===== src/rtl/veritune_pkg.sv =====
// veritune shared definitions: phase codes, requester ids, size defaults.
// Arbitration mode selected by VT_ROUND_ROBIN_EN (see veritune_rr_arb).
package veritune_pkg;

  localparam int ADDR_W_D  = 17;
  localparam int DATA_W_D  = 16;
  localparam int MAX_LEN_D = 131070;

  localparam logic [1:0] PH_IDLE   = 2'b00;
  localparam logic [1:0] PH_RECORD = 2'b01;
  localparam logic [1:0] PH_HOLD   = 2'b10;
  localparam logic [1:0] PH_PLAY   = 2'b11;

  localparam int REQ_REC  = 0;
  localparam int REQ_SH   = 1;
  localparam int REQ_PLAY = 2;

  function automatic logic [1:0] req_next(
    input logic [1:0] id
  );
    return (id == 2'd2) ? 2'd0 : id + 2'd1;
  endfunction

endpackage


===== src/rtl/veritune_rr_arb.sv =====
// 3-way RAM arbiter, one-hot grant out.
// VT_ROUND_ROBIN_EN: rotating priority; otherwise fixed Rec > Sh > Play.
module veritune_rr_arb
  import veritune_pkg::*;
(
`ifdef VT_ROUND_ROBIN_EN
  input  logic       Clk,
  input  logic       Reset_n,
`endif
  input  logic [2:0] Req,
  input  logic [2:0] Elig,
  output logic [2:0] Gnt
);

  logic [2:0] act;
  assign act = Req & Elig;

`ifdef VT_ROUND_ROBIN_EN
  // ptr_q is the highest-priority id; it moves past the winner
  logic [1:0] ptr_q;
  logic [1:0] idx;
  logic [1:0] gid;
  logic       found;

  always_comb begin
    Gnt   = '0;
    idx   = ptr_q;
    gid   = ptr_q;
    found = 1'b0;
    for (int i = 0; i < 3; i++) begin
      if (!found && act[idx]) begin
        Gnt[idx] = 1'b1;
        gid      = idx;
        found    = 1'b1;
      end
      idx = req_next(idx);
    end
  end

  always_ff @(posedge Clk or negedge Reset_n) begin
    if (!Reset_n) begin
      ptr_q <= 2'(REQ_REC);
    end else if (found) begin
      ptr_q <= req_next(gid);
    end
  end
`else
  always_comb begin
    Gnt = '0;
    if (act[REQ_REC]) begin
      Gnt[REQ_REC] = 1'b1;
    end else if (act[REQ_SH]) begin
      Gnt[REQ_SH] = 1'b1;
    end else if (act[REQ_PLAY]) begin
      Gnt[REQ_PLAY] = 1'b1;
    end
  end
`endif

endmodule


===== src/rtl/veritune_mem_ctrl.sv =====
// veritune sample RAM owner: phase FSM, arbitration, length tracking.
// Arbitration mode selected by VT_ROUND_ROBIN_EN.
module veritune_mem_ctrl
  import veritune_pkg::*;
#(
  parameter int ADDR_W  = ADDR_W_D,
  parameter int DATA_W  = DATA_W_D,
  parameter int MAX_LEN = MAX_LEN_D
) (
  input  logic              Clk,
  input  logic              Reset_n,
  input  logic              Rec_Start,
  input  logic              Stop,
  input  logic              Play_Start,
  input  logic              Rec_Req,
  input  logic [DATA_W-1:0] Rec_Data,
  output logic              Rec_Ack,
  output logic              Rec_Drop,
  input  logic              Sh_Req,
  input  logic              Sh_We,
  input  logic [ADDR_W-1:0] Sh_Addr,
  input  logic [DATA_W-1:0] Sh_Wdata,
  output logic              Sh_Ack,
  output logic              Sh_Err,
  input  logic              Play_Req,
  output logic              Play_Ack,
  output logic              Rd_Valid,
  output logic              Rd_Owner,
  output logic [DATA_W-1:0] Rd_Data,
  output logic              Play_Last,
  output logic [ADDR_W-1:0] Length,
  output logic              Full,
  output logic [1:0]        Phase,
  output logic              Mem_En,
  output logic              Mem_We,
  output logic [ADDR_W-1:0] Mem_Addr,
  output logic [DATA_W-1:0] Mem_Wdata,
  input  logic [DATA_W-1:0] Mem_Rdata
);

  localparam logic [ADDR_W-1:0] MAX_L = ADDR_W'(MAX_LEN);

  logic [1:0]        phase_q, phase_d;
  logic [ADDR_W-1:0] len_q, wr_ptr_q, rd_ptr_q;
  logic              rd_iss_q, own_iss_q, last_iss_q;
  logic [2:0]        req, elig, gnt;
  logic              in_hp, sh_ok, rd_last, play_go;

  assign Phase   = phase_q;
  assign Length  = len_q;
  assign Full    = (len_q == MAX_L);
  assign in_hp   = (phase_q == PH_HOLD) || (phase_q == PH_PLAY);
  assign sh_ok   = (Sh_Addr < len_q);
  assign rd_last = (rd_ptr_q == len_q - 1'b1);
  assign play_go = (phase_q == PH_HOLD) && Play_Start && (len_q != '0);
  assign Rd_Data = Rd_Valid ? Mem_Rdata : '0;

  assign req = {Play_Req, Sh_Req, Rec_Req};

  // a restart wins the write pointer, so no record grant that cycle
  assign elig[REQ_REC]  = (phase_q == PH_RECORD) && !Full && !Rec_Start;
  assign elig[REQ_SH]   = in_hp && sh_ok;
  assign elig[REQ_PLAY] = (phase_q == PH_PLAY);

  veritune_rr_arb u_arb (
`ifdef VT_ROUND_ROBIN_EN
    .Clk     (Clk),
    .Reset_n (Reset_n),
`endif
    .Req     (req),
    .Elig    (elig),
    .Gnt     (gnt)
  );

  always_comb begin
    phase_d = phase_q;
    if (Rec_Start) begin
      phase_d = PH_RECORD;
    end else begin
      case (phase_q)
        PH_RECORD: if (Stop || Full) phase_d = PH_HOLD;
        PH_PLAY:   if (Stop) phase_d = PH_HOLD;
        PH_HOLD:   if (play_go) phase_d = PH_PLAY;
        default:   phase_d = phase_q;
      endcase
    end
  end

  always_ff @(posedge Clk or negedge Reset_n) begin
    if (!Reset_n) begin
      phase_q    <= PH_IDLE;
      len_q      <= '0;
      wr_ptr_q   <= '0;
      rd_ptr_q   <= '0;
      Rec_Ack    <= 1'b0;
      Rec_Drop   <= 1'b0;
      Sh_Ack     <= 1'b0;
      Sh_Err     <= 1'b0;
      Play_Ack   <= 1'b0;
      Mem_En     <= 1'b0;
      Mem_We     <= 1'b0;
      Mem_Addr   <= '0;
      Mem_Wdata  <= '0;
      rd_iss_q   <= 1'b0;
      own_iss_q  <= 1'b0;
      last_iss_q <= 1'b0;
      Rd_Valid   <= 1'b0;
      Rd_Owner   <= 1'b0;
      Play_Last  <= 1'b0;
    end else begin
      phase_q  <= phase_d;
      Rec_Ack  <= gnt[REQ_REC];
      Sh_Ack   <= gnt[REQ_SH];
      Play_Ack <= gnt[REQ_PLAY];
      Rec_Drop <= Rec_Req && Full;
      Sh_Err   <= Sh_Req && in_hp && !sh_ok;
      Mem_En   <= |gnt;
      Mem_We   <= gnt[REQ_REC] || (gnt[REQ_SH] && Sh_We);
      unique case (1'b1)
        gnt[REQ_REC]: begin
          Mem_Addr  <= wr_ptr_q;
          Mem_Wdata <= Rec_Data;
        end
        gnt[REQ_SH]: begin
          Mem_Addr  <= Sh_Addr;
          Mem_Wdata <= Sh_We ? Sh_Wdata : '0;
        end
        gnt[REQ_PLAY]: begin
          Mem_Addr  <= rd_ptr_q;
          Mem_Wdata <= '0;
        end
        default: begin
          Mem_Addr  <= '0;
          Mem_Wdata <= '0;
        end
      endcase
      if (Rec_Start) begin
        len_q    <= '0;
        wr_ptr_q <= '0;
      end else if (gnt[REQ_REC]) begin
        len_q    <= len_q + 1'b1;
        wr_ptr_q <= wr_ptr_q + 1'b1;
      end
      if (play_go && !Rec_Start) begin
        rd_ptr_q <= '0;
      end else if (gnt[REQ_PLAY]) begin
        rd_ptr_q <= rd_last ? '0 : rd_ptr_q + 1'b1;
      end
      // RAM answers one cycle after the strobe, so tag a two-stage pipe
      rd_iss_q   <= (gnt[REQ_SH] && !Sh_We) || gnt[REQ_PLAY];
      own_iss_q  <= gnt[REQ_PLAY];
      last_iss_q <= gnt[REQ_PLAY] && rd_last;
      Rd_Valid   <= rd_iss_q;
      Rd_Owner   <= own_iss_q;
      Play_Last  <= last_iss_q;
    end
  end

endmodule

===== config.mk =====
export PLATFORM = sky130hd
export DESIGN_NAME = veritune_mem_ctrl
export DESIGN_NICKNAME = d
export VERILOG_FILES = /design/src/rtl/veritune_pkg.sv /design/src/rtl/veritune_rr_arb.sv /design/src/rtl/veritune_mem_ctrl.sv
export SDC_FILE = /design/constraint.sdc
export NUM_CORES = 1
export LEC_CHECK = 0
export ABC_AREA = 1
export CAP_MARGIN = 20
export CORE_ASPECT_RATIO = 0.8
export CORE_MARGIN = 2
export CORE_UTILIZATION = 46
export CTS_CLUSTER_SIZE = 40
export DETAILED_ROUTE_END_ITERATION = 16
export GPL_ROUTABILITY_DRIVEN = 0
export HOLD_SLACK_MARGIN = 0.08
export MAX_ROUTING_LAYER = met4
export PLACE_DENSITY_LB_ADDON = 0.15
export REMOVE_ABC_BUFFERS = 1
export SETUP_SLACK_MARGIN = 0.1
export SLEW_MARGIN = 15
export SYNTH_ARGS = -nofsm -noshare
export SYNTH_HDL_FRONTEND = slang
export SYNTH_SLANG_ARGS = --single-unit

===== constraint.sdc =====
create_clock -name Clk -period 2 [get_ports Clk]
set_clock_uncertainty 0.05 [all_clocks]
set_input_delay 0.6 -clock Clk [delete_from_list [all_inputs] [get_ports Clk]]
set_output_delay 0.6 -clock Clk [all_outputs]
set_load 0.05 [all_outputs]

# Yosys cells after proc, flatten, opt, wreduce, memory -nomap -nowiden
# Cells that the tools add are included.
classes:
  n_addsub: 4
  n_lt_le_gt_ge: 1
  eq_ne: 8
  mux: 21
  bitwise_logic: 1
  reduce_logical: 26
op_table:
  columns: ["cell", "n"]
  rows:
  - ["$mux W17", 7]
  - ["$add A17 B1 Y17 const B", 3]
  - ["$pmux W17 S3", 1]
  - ["$mux W16", 2]
  - ["$pmux W16 S2", 1]
  - ["$eq A17 B17 Y1", 1]
  - ["$eq A17 B17 Y1 const B", 1]
  - ["$lt A17 B17 Y1", 1]
  - ["$reduce_bool A17 Y1", 1]
  - ["$sub A17 B1 Y17 const B", 1]
  - ["$logic_and A1 B1 Y1", 12]
  - ["$mux W2", 5]
  - ["$ne A3 B3 Y1 const B", 2]
  - ["$pmux W2 S3", 1]
  - ["$eq A2 B2 Y1 const B", 2]
  - ["$logic_not A1 Y1", 4]
  - ["$logic_or A1 B1 Y1", 4]
  - ["$mux W1", 4]
  - ["$reduce_and A4 Y1", 1]
  - ["$reduce_bool A2 Y1", 2]
  - ["$reduce_bool A4 Y1", 1]
  - ["$and A3 B3 Y3", 1]
  - ["$ne A3 B2 Y1 const B", 1]
  - ["$reduce_or A3 Y1", 1]
  - ["$eq A2 B1 Y1 const B", 1]
word_totals:
  reg_bits: 98
  in_bits: 74
  output_inout_bits: 79
  elab_cells: 79

# Depth between registers and ports, before layout
# Gate-level depths: netlist of run 1.
logic_depth:
  ltp_word: 10
  mapped_depth: 17
  depth_no_buf: 17

# Modules after synthesis
# From an unflattened synthesis of run 1, not the netlist that was laid out.
hier_totals:
  cells_unflattened: 736
  hier_area_um2: 5858.1
modules_own_cells:
  columns: ["mod", "instances", "cells_each", "area_per_inst_um2", "seq_area_each_um2"]
  rows:
  - ["veritune_mem_ctrl", 1, 728, 5825.6, 2452.4]
  - ["veritune_rr_arb", 1, 8, 32.5, 0.0]

# Least setup slack after synthesis of run 1
# No wires, ideal clock.
synth_path:
  kind: "reg-to-reg"
  start: "register len_q[10] (netlist: Length[10])"
  end: "register rd_ptr_q[0]"
  setup_ns: 0.074
  arrival_time_ns: 2.482
  t_required_ns: 1.876
  setup_slack_ns: -0.606
  path_stages_with_launch: 16
  n_path_buf: 2
  synth_period_minus_slack_ns: 2.606
  path_cell_list: "dfrtp_1 buf_2 inv_2 ha_1 nand2_1 inv_1 nor2_1 o21ai_0 a21oi_1 nand4_4 nand2_2 nor2_4 buf_4 nand2_1 nand2_1 a21oi_4"
synth_via:
  elab_chain_cells: 7
  elab_cells_between_ends: 18
  classes_between: "add/sub (1); order compare (1); eq/ne (2); mux (5); bitwise (1); reduce/logical (8)"
synth_lines:
  columns: ["element", "line_no", "text"]
  rows:
  - ["start: declaration", "veritune_mem_ctrl.sv:44", "logic [ADDR_W-1:0] len_q, wr_ptr_q, rd_ptr_q;"]
  - ["start signal: assignment", "veritune_mem_ctrl.sv:141", "len_q <= len_q + 1'b1;"]
  - ["parallel branches: the longest is 7 deep, another holds $sub A17 B1 Y17", null, null]
  - ["end signal: assignment", "veritune_mem_ctrl.sv:147", "rd_ptr_q <= rd_last ? '0 : rd_ptr_q + 1'b1;"]
  - ["end: declaration", "veritune_mem_ctrl.sv:44", null]
# Several ways; the timed one is not identified. The select of a mux whose other input is x is not followed.
# A chain may end at the register's enable or synchronous reset.

# Worst setup path in the final report of run 1
layout_path:
  start: "input port Sh_Addr[7]"
  end: "register Mem_Wdata[0]"
layout_via:
  elab_chain_cells: 6
layout_lines:
  columns: ["element", "line_no", "text"]
  rows:
  - ["start: declaration", "veritune_mem_ctrl.sv:21", "input logic [ADDR_W-1:0] Sh_Addr,"]
  - ["$lt A17 B17 Y1", "veritune_mem_ctrl.sv:53", "assign sh_ok = (Sh_Addr < len_q);"]
  - ["$logic_and A1 B1 Y1", "veritune_mem_ctrl.sv:62", "assign elig[REQ_SH] = in_hp && sh_ok;"]
  - ["$and A3 B3 Y3", "veritune_rr_arb.sv:16", "assign act = Req & Elig;"]
  - ["$mux W1", "veritune_rr_arb.sv:52", "end else if (act[REQ_SH]) begin"]
  - ["$mux W2", "veritune_rr_arb.sv:50", "if (act[REQ_REC]) begin"]
  - ["$pmux W16 S2", "veritune_mem_ctrl.sv:119", "unique case (1'b1)"]
  - ["end signal: assignment", "veritune_mem_ctrl.sv:122", "Mem_Wdata <= Rec_Data;"]
  - ["end signal: assignment", "veritune_mem_ctrl.sv:126", "Mem_Wdata <= Sh_We ? Sh_Wdata : '0;"]
  - ["end: declaration", "veritune_mem_ctrl.sv:37", "output logic [DATA_W-1:0] Mem_Wdata,"]
# Every way passes these cells.

==> qor.yml, run 1 <==
route:
  drc: 0
  drtIter0Drc: 760
  wl_um: 26960
  via_count: 7812
  drt-vias-per-instance: 5.681
  post_drt_wl_per_cell_um: 19.61
  first_pass_iters: 5
  antenna_left: 0
power:
  peakVddDrop_uv: 798.2
  p_per_area_nw_per_um2: 716.5
  p_int_w: 0.004751
  switching_share_pct: 41.05
  p_leak_nw: 5.324
  seq_power_share_pct: 28.6
  clkPwrFrac_pct: 21.2
  comb_power_share_pct: 50.2
  switchingPower_w: 0.003309
logic_synthesis:
  syn_area_per_cell_um2: 7.452
  yosysTopAreaCellShare_pct: 37.96
  postSynthCellCount: 867
  yosys_warnings: 0
  synth-seq-area-share_pct: 37.96
  synth_top_area_cell: "dfrtp_1"
  syn_area_um2: 6461
  ys_seq_elements: 98
  synth.distinct_cells: 48
  yosys-top-cells-area: "dfrtp_1 38%, nand2_1 14%, nand3_1 5.7%"
hold_path:
  hold_path.class: "in -> async"
place:
  numPortBuffers: 152
  dp_slack_ns: -1.380
  dp.cells: 1301
  hpwl_um: 16810
worst_setup_path:
  cpPeakStageDelay_ns: 0.30
  cp.required_ns: 2.26
  crit_type: "in -> reg"
  arrival_ns: 2.69
  cp.depth: 15
  crit_slowest_cell: "ha_1"
  path_cells: "dlygate4sd2_1 -> ha_1 -> nand2_2 -> nor2_2 -> buf_4 -> o21ai_2 -> nand2_2 -> nand2_2 -> nand4_4 -> buf_6 -> buf_6 -> nor2_4 -> clkbuf_16 -> nand3_1 -> nand2_1"
  rr_worst_depth: 13
  path_delay_family: "buffers and inverters"
  cpMostUsedCell: "nand2_2"
  worst-path-max-fanout: 8
  startpoint_type: "primary input"
  crit_buf_inv: 5
  cp-end-kind: "flip-flop"
timing:
  relSlewSlack_pct: 70.62
  fin_setup_tns_ns: -24.60
  worstMarginPinSlew_ns: 0.4391
  setup-violations-final: 91
  fmax_mhz: 411.1
  fin_crit_sh_pct: 121.6
  drv_slew: 0
  hold_viol: 0
  fin_crit_ns: 2.433
  rsz0062_at_grt: "true"
  fin_hold_ws_ns: 0.1077
  fin_ws_ns: -0.4325
global_routing:
  grt-ovfl-total: 0
  first_global_vias: 6993
  antenna_found_initial: 0
  grt_pass1_wl_um: 36660
  grt_max_degree: 37
  grt_usage_pct: 33.37
status:
  status: "finished, violations left"
  violations: "negative setup slack"
flow_run:
  maxCapViolCount: 0
floorplan:
  die_w_um: 136.5
  io_pins: 153
  die_area_um2: 15020
  rows: 38
  design.core.area_um2: 13650
  start_util_pct: 47.35
  die_y_um: 110.0
clocking:
  path_clk_slew_ns: 0.08
  cts-root-buf: "clkbuf_16"
  holdBufCountCts: 0
  cts_tree: "built"
  cts_buffers: 9
  clock_latency_ns: 0.37
  htree_levels: 3
  clock_sinks: 98
  clock_path_buffers: 2
cells_and_area:
  stdcell_count: 1375
  drive_above_1_share_pct: 44.27
  nets: 1288
  nFillCells: 778
  multi_input_area_um2: 4269
  area_growth_syn_to_layout_pct: 74.11
  insertedDiodeCount: 0
  register_area_um2: 2454
  fin_util_pct: 82.44
-- through the flow --
stage	area [um^2]	total power [W]
final	11250	0.008060
after global routing	11250	0.008381
after CTS	10530	0.007626
after detailed placement	9314	0.005539
after global placement	9314	0.005495
after floorplan	6259	0.004051
-- worst paths after layout --
path                                   startpoint                endpoint  slack, ns
max                                    Sh_Addr[7]  Mem_Wdata[0]$_DFF_PN0_      -0.43
min                                       Reset_n      Rd_Owner$_DFF_PN0_       0.11
max reg2reg                Length[12]$_DFFE_PN0P_  Mem_Wdata[0]$_DFF_PN0_      -0.42
min reg2reg                  last_iss_q$_DFF_PN0_     Play_Last$_DFF_PN0_       0.30
max in group asynchronous                 Reset_n   Length[1]$_DFFE_PN0P_       1.20
min in group Clk             last_iss_q$_DFF_PN0_     Play_Last$_DFF_PN0_       0.30
-- power by group through the flow --
stage	sequential, W	combinational [W]	clock (W)
2_1_floorplan	0.00277	0.00128	0
3_3_place_gp	0.00233	0.00316	0
3_5_place_dp	0.00234	0.00320	0
4_1_cts	0.00230	0.00365	0.00168
5_1_grt	0.00232	0.00428	0.00178
6_report	0.00230	0.00405	0.00171
-- cells in the mapped netlist, drive strengths merged --
| library cell | n |
|---|---|
| a21oi | 26 |
| nand2 | 252 |
| nand3 | 77 |
| nand4 | 19 |
| nand3b | 1 |
| a21o | 1 |
| o21ai | 47 |
| xor2 | 17 |
| nor3b | 2 |
| inv | 102 |
| a211oi | 2 |
| nor3 | 31 |
| o21a | 2 |
| o211ai | 17 |
| a31oi | 4 |
| xnor2 | 9 |
| clkbuf | 11 |
| clkinv | 2 |
| or2 | 7 |
| buf | 23 |
| o21bai | 2 |
| o31ai | 2 |
| dfrtp | 98 |
| ha | 24 |
| a22oi | 1 |
| o22ai | 2 |
| nor2 | 81 |
| nor4 | 5 |
-- worst register-to-register path: stages (launching register included) --
cell and delay [ns]:
dfrtp_1 0.42, inv_2 0.12, ha_4 0.21, a21oi_1 0.13, o21ai_1 0.11, a21oi_2 0.20
buf_4 0.16, nand4_4 0.13, buf_6 0.16, buf_6 0.13, nor2_4 0.19, clkbuf_16 0.20
nand3_1 0.08, nand2_1 0.09
-- registers in the layout, summed over array words and instances, names as in the netlist, 2 cells and up --
name	count
Length	17
Mem_Addr	17
rd_ptr_q	17
wr_ptr_q	17
Mem_Wdata	16
Phase	2
-- final cells by class --
cell class,count,area share (%)
Inverter,104,3.693
Tap cell,180,2.002
Timing Repair inverter,1,0.1001
Multi-Input combinational cell,633,37.95
Clock inverter,6,0.3782
Timing Repair Buffer,343,32.03
Clock buffer,10,2.035
Sequential cell,98,21.81
-- logic make-up (layout without fill, tap and decap cells) --
logic type | after synthesis | in the layout | synth area share [%]
and+or+nand+nor | 475 | 477 | 34.59
xor gates and xnor gates | 26 | 26 | 3.524
buffers and inverters | 138 | 464 | 9.218
AOI/OAI and AO/OA | 106 | 106 | 10.07
adders and majority gates | 24 | 24 | 4.648
DFF | 98 | 98 | 37.96
-- placed cells by master, fill, tap and decap left out, types with 3 or more instances in the layout --
master / instances
buf_12: 47
nand2_2: 47
nor2_1: 46
ha_4: 10
clkdlybuf4s50_1: 40
buf_4: 171
nand3_1: 50
nor3_4: 3
nand4_1: 15
a21oi_2: 11
nor4_1: 4
a21oi_1: 12
dlygate4sd2_1: 24
a21oi_4: 3
o21ai_2: 23
ha_1: 13
nand2_4: 7
nor3_2: 10
nor3_1: 18
clkbuf_16: 11
clkdlybuf4s15_2: 4
nor2_4: 21
inv_1: 68
xnor2_1: 9
o211ai_1: 17
inv_2: 31
dfrtp_1: 97
buf_6: 46
or2_2: 6
nand2_1: 196
nor2_2: 13
nand3_2: 23
a31oi_1: 3
o21ai_1: 16
nand2_8: 3
o21ai_0: 6
nand3_4: 4
xor2_1: 17
-- per-layer routing --
metal,global-route usage [%],wire (um),vias to the layer above
met4,8.259,1025,0
met5,-,0,-
met3,7.865,2931,94
li1,-,-,3477
met1,43.72,10480,3717
met2,52.71,12530,524
-- what timing repair did --
action,in CTS,in global routing
gates cloned,7,2
pin swaps,65,61
setup buffers,33,23
endpoints found under the setup margin,109,96
resized for setup,206,131
No activity file was read; power rests on OpenSTA's default activity.
==> inputs of run 2 (changes only) <==
--- a/config.mk
+++ b/config.mk
@@ -9,7 +9,8 @@
 export CAP_MARGIN = 20
 export CORE_ASPECT_RATIO = 0.8
 export CORE_MARGIN = 2
-export CORE_UTILIZATION = 46
+export CORE_UTILIZATION = 47
+export CTS_BUF_LIST = sky130_fd_sc_hd__clkbuf_8
 export CTS_CLUSTER_SIZE = 40
 export DETAILED_ROUTE_END_ITERATION = 16
 export GPL_ROUTABILITY_DRIVEN = 0
==> qor.yml, run 2 (synthesized netlist as in run 1, its figures left out) <==
place:
  numPortBuffers: 152  # unchanged
  hpwl_um: 17020  # +1.2%
  placedInstanceArea_um2: 9444  # +1.4%
  dp.cells: 1305  # +0.31%
clocking:
  cts-root-buf: "clkbuf_8"
  path_clk_slew_ns: 0.10  # +0.02 ns
  cts_buffers: 9  # unchanged
  clock_path_buffers: 2  # unchanged
  clock_sinks: 98  # unchanged
  htree_levels: 3  # unchanged
  clock_latency_ns: 0.40  # +0.03 ns
  cts_tree: "built"
  holdBufCountCts: 0  # unchanged
floorplan:
  io_pins: 153  # unchanged
  start_util_pct: 47.85  # +0.50 points
  die_y_um: 108.9  # -1.0%
  die_w_um: 135.1  # -1.0%
  design.core.area_um2: 13500  # -1.0%
  rows: 38  # unchanged
  die_area_um2: 14710  # -2.1%
timing:
  fin_crit_ns: 2.579  # +0.1465 ns
  fin_hold_ws_ns: 0.09244  # -0.01523 ns
  drv_slew: 0  # unchanged
  fin_ws_ns: -0.5790  # -0.1465 ns
  hold_viol: 0  # unchanged
  relSlewSlack_pct: 59.19  # -11 points
  fin_setup_tns_ns: -28.39  # -3.783 ns
  rsz0062_at_grt: "true"
  setup-violations-final: 86  # -5.5%
  fmax_mhz: 387.8  # -5.7%
  fin_crit_sh_pct: 128.9  # +7.3 points
  worstMarginPinSlew_ns: 0.6074  # +0.1683 ns
route:
  post_drt_wl_per_cell_um: 20.76  # +5.9%
  antenna_left: 0  # unchanged
  wl_um: 28660  # +6.3%
  drc: 0  # unchanged
  via_count: 8022  # +2.7%
  drt-vias-per-instance: 5.813  # +2.3%
  drtIter0Drc: 1061  # +40%
  first_pass_iters: 8  # +3
worst_setup_path:
  arrival_ns: 2.83  # +0.14 ns
  rr_startpoint: "Length[15]$_DFFE_PN0P_"
  cp.required_ns: 2.25  # about the same
  startpoint_type: "primary input"
  rr_worst_depth: 13  # unchanged
  cp-end-kind: "flip-flop"
  crit_type: "in -> reg"
  cp-startpoint: "Sh_Addr[16]"
  worst-path-max-fanout: 7  # -1
flow_run:
  maxCapViolCount: 0  # unchanged
status:
  status: "finished, violations left"
  violations: "negative setup slack"
cells_and_area:
  insertedDiodeCount: 0  # unchanged
  final_cell_mix: "183 x nand2_1, 177 x buf_4, 97 x dfrtp_1"
  drive_above_1_share_pct: 45.33  # +1.1 points
  stdcell_count: 1380  # +0.36%
  fin_area_um2: 11540  # +2.6%
  area_growth_syn_to_layout_pct: 78.68
  nFillCells: 695  # -11%
  fin_util_pct: 85.50  # +3.1 points
  nets: 1294  # +0.47%
  layout_commonest_cell: "nand2_1"
global_routing:
  grt_usage_pct: 35.57  # +2.2 points
  grt-ovfl-total: 0  # unchanged
  first_global_vias: 7379  # +5.5%
  antenna_found_initial: 0  # unchanged
  grt_max_degree: 31  # -16%
  grt_pass1_wl_um: 38780  # +5.8%
power:
  p_leak_nw: 5.521  # +3.7%
  peakVddDrop_uv: 927.7  # +16%
  p_per_area_nw_per_um2: 680.5  # -5.0%
hold_path:
  hold_path.class: "in -> async"
-- run 2: changes by cell type in the layout (fill, tap and decap cells not counted), sizes merged --
cell	before	now
buf	268	275
dlygate4sd2	24	27
clkdlybuf4s15	6	4
inv	104	102
bufbuf	1	0
clkbuf	13	14
clkdlybuf4s50	40	41
clkinv	5	6
clkinvlp	2	1
dlymetal6s2s	1	0
nand2	253	252
-- run 2: worst paths after layout --
| path | end | slack, ns |
|---|---|---|
| worst max register to register | Mem_Addr[14]$_DFF_PN0_ | -0.56 |
| worst min register to register | Rd_Valid$_DFF_PN0_ | 0.31 |
| worst min-delay path | last_iss_q$_DFF_PN0_ | 0.09 |
| worst max-delay path | Mem_Addr[14]$_DFF_PN0_ | -0.58 |
| min in group Clk | Rd_Valid$_DFF_PN0_ | 0.31 |
| max in group asynchronous | Rd_Valid$_DFF_PN0_ | 1.27 |
-- run 2: where the power goes --
part	total, W	internal, W	switching [W]	leakage (nW)
Sequential	0.00233	0.00216	0.000168	1.35
Clock	0.00123	0.000476	0.000755	0.0879
Combinational	0.00430	0.00185	0.00245	4.08
Total	0.00786	0.00448	0.00338	5.52
-- run 2: routing by layer --
metal	GRT usage, %	vias up	share of wire (%)
met2	56.56	622	47
li1	-	3475	-
met5	-	-	0
met4	10.12	0	4.4
met1	44.66	3791	37
met3	10.27	134	11
-- run 2: per-stage QoR --
step	total power, W	worst slack, ns
after floorplan	0.004051	-0.7756
after global placement	0.005572	-1.068
after detailed placement	0.005625	-1.107
after CTS	0.007269	-0.3906
after global routing	0.008175	-0.5859
final	0.007857	-0.5790
-- run 2: what timing repair did --
action                                  in CTS  in global routing
gates cloned                                 5                  3
endpoints found under the setup margin     110                112
pin swaps                                   62                 65
gates resized for setup                    201                181
buffers inserted                            38                 19
-- run 2: final cells by class --
type,count,area (um^2),share of cell area (%)
clock buffers,10,137.6,1.192
well taps,180,225.2,1.951
inverters,104,449.2,3.891
multi-input cells,632,4511,39.07
repair buffers,351,3737,32.37
flip-flops and latches,98,2454,21.25
clock inverters,5,31.28,0.2709
-- run 2: critical path, stage by stage --
cell and delay (ns):
dlygate4sd2_1 0.30, ha_4 0.30, nand2_2 0.07, nor3_2 0.20, buf_4 0.17, nand4_1 0.24
nand4_4 0.27, nand2_4 0.07, nor2_4 0.14, buf_12 0.16, buf_12 0.13, nand2_1 0.06
o211ai_1 0.11
